### src/rtl/ics_pkg.sv
// Shared constants, FSM encodings and address-field helpers for the
// instruction-cache refill sequencer (ics_refill_ctrl, ics_refill_cnt).
package ics_pkg;

   localparam int ADDR_WIDTH   = 16;
   localparam int DATA_WIDTH   = 16;
   localparam int LINE_WORDS   = 4;
   localparam int INDEX_WIDTH  = 4;
   localparam int OFFSET_WIDTH = $clog2(LINE_WORDS);
   localparam int TAG_WIDTH    = ADDR_WIDTH - INDEX_WIDTH - OFFSET_WIDTH;
   // One extra bit so a count of LINE_WORDS is representable.
   localparam int CNT_WIDTH    = OFFSET_WIDTH + 1;

   localparam logic [1:0] STATE_IDLE   = 2'd0;
   localparam logic [1:0] STATE_FILL   = 2'd1;
   localparam logic [1:0] STATE_COMMIT = 2'd2;

   function automatic logic [TAG_WIDTH-1:0] addr_tag(
      input logic [ADDR_WIDTH-1:0] a
   );
      return a[ADDR_WIDTH-1 -: TAG_WIDTH];
   endfunction

   function automatic logic [INDEX_WIDTH-1:0] addr_index(
      input logic [ADDR_WIDTH-1:0] a
   );
      return a[OFFSET_WIDTH +: INDEX_WIDTH];
   endfunction

   function automatic logic [OFFSET_WIDTH-1:0] addr_offset(
      input logic [ADDR_WIDTH-1:0] a
   );
      return a[OFFSET_WIDTH-1:0];
   endfunction

   function automatic logic [ADDR_WIDTH-1:0] line_base(
      input logic [ADDR_WIDTH-1:0] a
   );
      return {a[ADDR_WIDTH-1:OFFSET_WIDTH], {OFFSET_WIDTH{1'b0}}};
   endfunction

endpackage

### src/rtl/ics_refill_cnt.sv
// Up-counter with synchronous clear (priority over enable) and a done flag
// raised when the count equals LIMIT.
// Ports: clk, arst (async, active-high), clr, en -> cnt, done.
module ics_refill_cnt #(
   parameter int WIDTH = 3,
   parameter int LIMIT = 4
) (
   input  logic             clk,
   input  logic             arst,
   input  logic             clr,
   input  logic             en,
   output logic [WIDTH-1:0] cnt,
   output logic             done
);

   always_ff @(posedge clk or posedge arst) begin
      if (arst) begin
         cnt <= '0;
      end else if (clr) begin
         cnt <= '0;
      end else if (en) begin
         cnt <= cnt + WIDTH'(1);
      end
   end

   assign done = (cnt == WIDTH'(LIMIT));

endmodule

### src/rtl/ics_refill_ctrl.sv
// I-cache miss/refill sequencer: latches a missing line, issues pipelined
// word reads, writes returned words into the data array, commits the tag.
// Ports: clk, arst; i_halt; i_miss/i_miss_addr in; o_miss_state out;
// memory request (o_mem_req_*, i_mem_req_ready) and response (i_mem_rsp_*);
// data-array write (o_data_*) and tag-array write (o_tag_*).
module ics_refill_ctrl
   import ics_pkg::*;
(
   input  logic                              clk,
   input  logic                              arst,
   input  logic                              i_halt,
   input  logic                              i_miss,
   input  logic [ADDR_WIDTH-1:0]             i_miss_addr,
   output logic                              o_miss_state,
   output logic [ADDR_WIDTH-1:0]             o_mem_req_addr,
   output logic                              o_mem_req_valid,
   input  logic                              i_mem_req_ready,
   input  logic [DATA_WIDTH-1:0]             i_mem_rsp_data,
   input  logic                              i_mem_rsp_valid,
   output logic                              o_data_we,
   output logic [INDEX_WIDTH+OFFSET_WIDTH-1:0] o_data_waddr,
   output logic [DATA_WIDTH-1:0]             o_data_wdata,
   output logic                              o_tag_we,
   output logic [INDEX_WIDTH-1:0]            o_tag_windex,
   output logic [TAG_WIDTH:0]                o_tag_wdata
);

   logic [1:0]            state;
   logic [1:0]            state_nxt;
   logic [ADDR_WIDTH-1:0] base;
   logic                  miss_state;
   logic [CNT_WIDTH-1:0]  req_cnt;
   logic [CNT_WIDTH-1:0]  rsp_cnt;
   logic                  req_done;
   logic                  rsp_done;

   logic in_idle;
   logic in_fill;
   logic in_commit;
   logic accept;
   logic req_fire;
   logic rsp_take;
   logic rsp_last;
   logic fill_done;

   assign in_idle   = (state == STATE_IDLE);
   assign in_fill   = (state == STATE_FILL);
   assign in_commit = (state == STATE_COMMIT);

   assign accept   = in_idle & ~i_halt & i_miss;
   assign req_fire = o_mem_req_valid & i_mem_req_ready;
   // Memory cannot be stalled, so capture ignores i_halt.
   assign rsp_take = in_fill & i_mem_rsp_valid & ~rsp_done;
   assign rsp_last = (rsp_cnt == CNT_WIDTH'(LINE_WORDS - 1));
   // Either the final word lands this cycle, or it landed while halted.
   assign fill_done = ~i_halt & (rsp_done | (rsp_take & rsp_last));

   ics_refill_cnt #(
      .WIDTH (CNT_WIDTH),
      .LIMIT (LINE_WORDS)
   ) u_req_cnt (
      .clk  (clk),
      .arst (arst),
      .clr  (accept),
      .en   (req_fire),
      .cnt  (req_cnt),
      .done (req_done)
   );

   ics_refill_cnt #(
      .WIDTH (CNT_WIDTH),
      .LIMIT (LINE_WORDS)
   ) u_rsp_cnt (
      .clk  (clk),
      .arst (arst),
      .clr  (accept),
      .en   (rsp_take),
      .cnt  (rsp_cnt),
      .done (rsp_done)
   );

   always_comb begin
      state_nxt = state;
      unique case (1'b1)
         in_idle:   if (accept)    state_nxt = STATE_FILL;
         in_fill:   if (fill_done) state_nxt = STATE_COMMIT;
         in_commit: if (!i_halt)   state_nxt = STATE_IDLE;
         default:                  state_nxt = STATE_IDLE;
      endcase
   end

   always_ff @(posedge clk or posedge arst) begin
      if (arst) begin
         state      <= STATE_IDLE;
         base       <= '0;
         miss_state <= 1'b0;
      end else begin
         state      <= state_nxt;
         miss_state <= (state_nxt != STATE_IDLE);
         if (accept) begin
            base <= line_base(i_miss_addr);
         end
      end
   end

   assign o_miss_state = miss_state;

   assign o_mem_req_valid = in_fill & ~i_halt & ~req_done;
   // req_cnt only reaches LINE_WORDS once valid has dropped.
   assign o_mem_req_addr  = o_mem_req_valid
                          ? (base | ADDR_WIDTH'(req_cnt))
                          : '0;

   assign o_data_we    = rsp_take;
   assign o_data_waddr = rsp_take
                       ? {addr_index(base), rsp_cnt[OFFSET_WIDTH-1:0]}
                       : '0;
   assign o_data_wdata = rsp_take ? i_mem_rsp_data : '0;

   assign o_tag_we     = in_commit & ~i_halt;
   assign o_tag_windex = o_tag_we ? addr_index(base) : '0;
   assign o_tag_wdata  = o_tag_we ? {1'b1, addr_tag(base)} : '0;

endmodule

### config.mk
export PLATFORM = sky130hd
export DESIGN_NAME = ics_refill_ctrl
export DESIGN_NICKNAME = d
export VERILOG_FILES = /design/src/rtl/ics_pkg.sv /design/src/rtl/ics_refill_cnt.sv /design/src/rtl/ics_refill_ctrl.sv
export SDC_FILE = /design/constraint.sdc
export NUM_CORES = 1
export LEC_CHECK = 0
export CAP_MARGIN = 20
export CORE_MARGIN = 1.5
export CORE_UTILIZATION = 40
export CTS_CLUSTER_SIZE = 12
export DETAILED_ROUTE_END_ITERATION = 10
export PLACE_DENSITY_LB_ADDON = 0.15
export SYNTH_ARGS = -nofsm -noshare
export SYNTH_HDL_FRONTEND = slang
export SYNTH_SLANG_ARGS = --single-unit
### constraint.sdc
create_clock -name clk -period 4.15 [get_ports clk]
set_clock_uncertainty 0.1 [all_clocks]
set_input_delay 1.245 -clock clk [delete_from_list [all_inputs] [get_ports clk]]
set_output_delay 1.245 -clock clk [all_outputs]
set_load 0.03 [all_outputs]
==> run summary <==
Cell Pwr Density = 588 mW/mm²
Post-CTS Hold Fix Bufs = 0
Final ANT Viol Nets = 0
dpl hpwl = 3030 µm
Syn Nets = 221
CTS tree = built
grt total ovfl = 0
CTS root buffer = clkbuf_8
vias per std cell = 4.80
Gate Count Post-Synth = 178
Yosys cell types = 32
GP Congestion = 0.755
unrepaired setup endpoints after global routing = false
worst r2r src = state[1]$_DFF_PP0_
r2r setup slk = 2560 ps
worst slew pin tran = 859 ps
drt wl/cell = 12.5 µm
Non-Filler Instances = 317
Final nets = 313
Avg Cell Area, Syn = 8.46 µm²
Critical Path Fanout Max = 3
Die Span X = 64.4 µm
share of the yosys chip area belonging to registers = 0.382
leakage = 1.26 nW
vias in the first global route = 1411
Post-CTS Setup Bufs = 0
area grow syn2layout = 56.7%
DRC Markers = 0
status = finished clean
first-pass GRT wire length = 6350 µm
CP Data Required Time = 2800 ps
max-capacitance violation count = 0
share of the synthesized area in the top cell type = 0.382
Post-synth EDFFs = 0
CTS clk-pin slew, worst paths = 80 ps
worst hold path type = reg2reg
Placed Area = 0.00231 mm²
Core ar. = 0.00363 mm²
fin. max-slew vios = 0
Die Height = 64.4 µm
row cnt = 22
GRT Overall Usage = 0.193
via count = 1523
worst slack at placement = 87.1 ps
part of the cycle the worst path needs = 0.981
min Tclk post-route = 4070 ps
Syn. warnings = 0
Boundary Pins = 95
# fillers = 340
initial core utilization = 0.415
min-delay src = base[10]$_DFFE_PP0P_
share of cells above drive strength 1 = 0.275
Setup WS post-layout = 78.6 ps
initial antenna violation count = 0
CP startpoint kind = input port
Reg2Reg Depth = 3
most frequent cell after synthesis = nand2_1
met1 GRT Util = 0.246
total power draw = 1.39 mW
Max Root-Sink Buffers = 2
Die Area = 0.00414 mm²
Worst IR Drop VDD = 0.000309 V
Syn Std Cell Area = 0.00151 mm²
Hold Path End = base[10]$_DFFE_PP0P_
largest net degree at the start of global routing = 24
GRT met3 Usage = 0.0387
Commonest cells post-synth = nand2_1 (47), and2_1 (30), dfrtp_1 (23), and3_1 (20), inv_1 (6)
# resized after CTS = 0
worst hold path depth = 2
Hold Vio Cnt, Final = 0
Finished Cell Area = 0.00236 mm²
Routed WL = 3950 µm
first drt pass iteration count = 5
Synth area leaders = dfrtp_1 (38%), and2_1 (12%), nand2_1 (12%)
clock latency on the worst-skew pair = 260 ps
Setup TNS = 0 ps
Async SR Flop Fraction = 1.00
post-placement cell count = 313
gr busiest metal = met2
# diodes = 0
top_reg_cell synth = dfrtp_1
Worst slew margin = 0.427
cts bufs inserted = 3
Crit Reg-Reg Endpoint = u_rsp_cnt.cnt[0]$_DFFE_PP0P_
Setup violations, final = 0
H-tree levels = 1
detailed router's first-iteration violation count = 51
IO Port Bufs = 92
met2 Usage GRT = 0.336
critical path capture point type = output port
flops & latches, synth = 23
crit path kind = in2out
f_max = 246 MHz
leading area contributor after synthesis = dfrtp_1
# clock sinks = 23
CP Data Arrival Time = 2730 ps
## logic make-up (layout without fill, tap and decap cells)
| group | count (synthesis) | count (layout) | share of synthesized area |
|---|---|---|---|
| simple gates | 115 | 115 | 0.418 |
| flops | 23 | 23 | 0.382 |
| buf+inv | 19 | 110 | 0.0781 |
| compound gates | 14 | 14 | 0.0673 |
| fa+ha+maj | 5 | 5 | 0.0415 |
| mux | 2 | 2 | 0.0133 |
## report_power, final
group	switching (mW)	leakage, nW	internal (mW)	total [mW]
logic	0.482	0.952	0.345	0.828
registers	0.0920	0.285	0.331	0.423
clock network	0.0713	0.0255	0.0669	0.138
## placed cells by master, fill, tap and decap left out, drive strengths merged
cell type      count
mux2i              2
a21oi              4
or4b               1
and3b              1
nor2b              1
a21bo              1
nand2             47
dfrtp             23
nor3b              2
a21boi             1
inv                6
or3b               1
nor3               2
ha                 5
nor4b              1
and2              30
nand2b             1
clkdlybuf4s50     37
o21bai             1
clkbuf             3
buf               63
o21ai              4
nor2               1
and3              20
o21a               1
nand3b             2
o31ai              1
o21ba              1
nand3              5
clkinv             1
## per-layer routing
metal	up-vias	part of all wire
li1	762	-
met2	48	0.48
met4	0	0.0091
met1	709	0.45
met3	4	0.065
met5	-	0
## worst max-delay path by stage
stage                     from  slack (ps)  cells after the start              end
2_1_floorplan           i_halt         220                      4   o_tag_wdata[1]
3_3_place_gp   i_mem_rsp_valid         110                      4  o_data_waddr[1]
3_5_place_dp   i_mem_rsp_valid          90                      4  o_data_waddr[1]
4_1_cts        i_mem_rsp_valid          80                      4  o_data_waddr[1]
5_1_grt        i_mem_rsp_valid          20                      4  o_data_waddr[1]
6_report       i_mem_rsp_valid          80                      4  o_data_waddr[1]
## metrics by stage
step                 util  hold slack [ps]
floorplan               -              349
global placement    0.637              371
detailed placement  0.637              376
CTS                 0.650              399
global route        0.650              427
finish              0.650              392
## worst max-delay path: stages
cell and delay [ps]:
clkdlybuf4s50_1 470, nand3b_1 130, nor3_1 170, clkdlybuf4s50_1 700
## flip-flops by register name, summed over array words and instances, names as in the netlist
signal / count
state: 2
u_req_cnt.cnt: 3
base: 14
u_rsp_cnt.cnt: 3
o_miss_state: 1
## layout make-up
type,count,area [µm²],share of cell area
repair buffers,100,843,0.357
inverters,6,22.5,0.00954
flip-flops and latches,23,576,0.244
well taps,48,60.1,0.0254
clock buffers,3,41.3,0.0175
multi-input cells,136,813,0.344
clock inverters,1,5.00,0.00212
(Power assumes the default switching activity.)
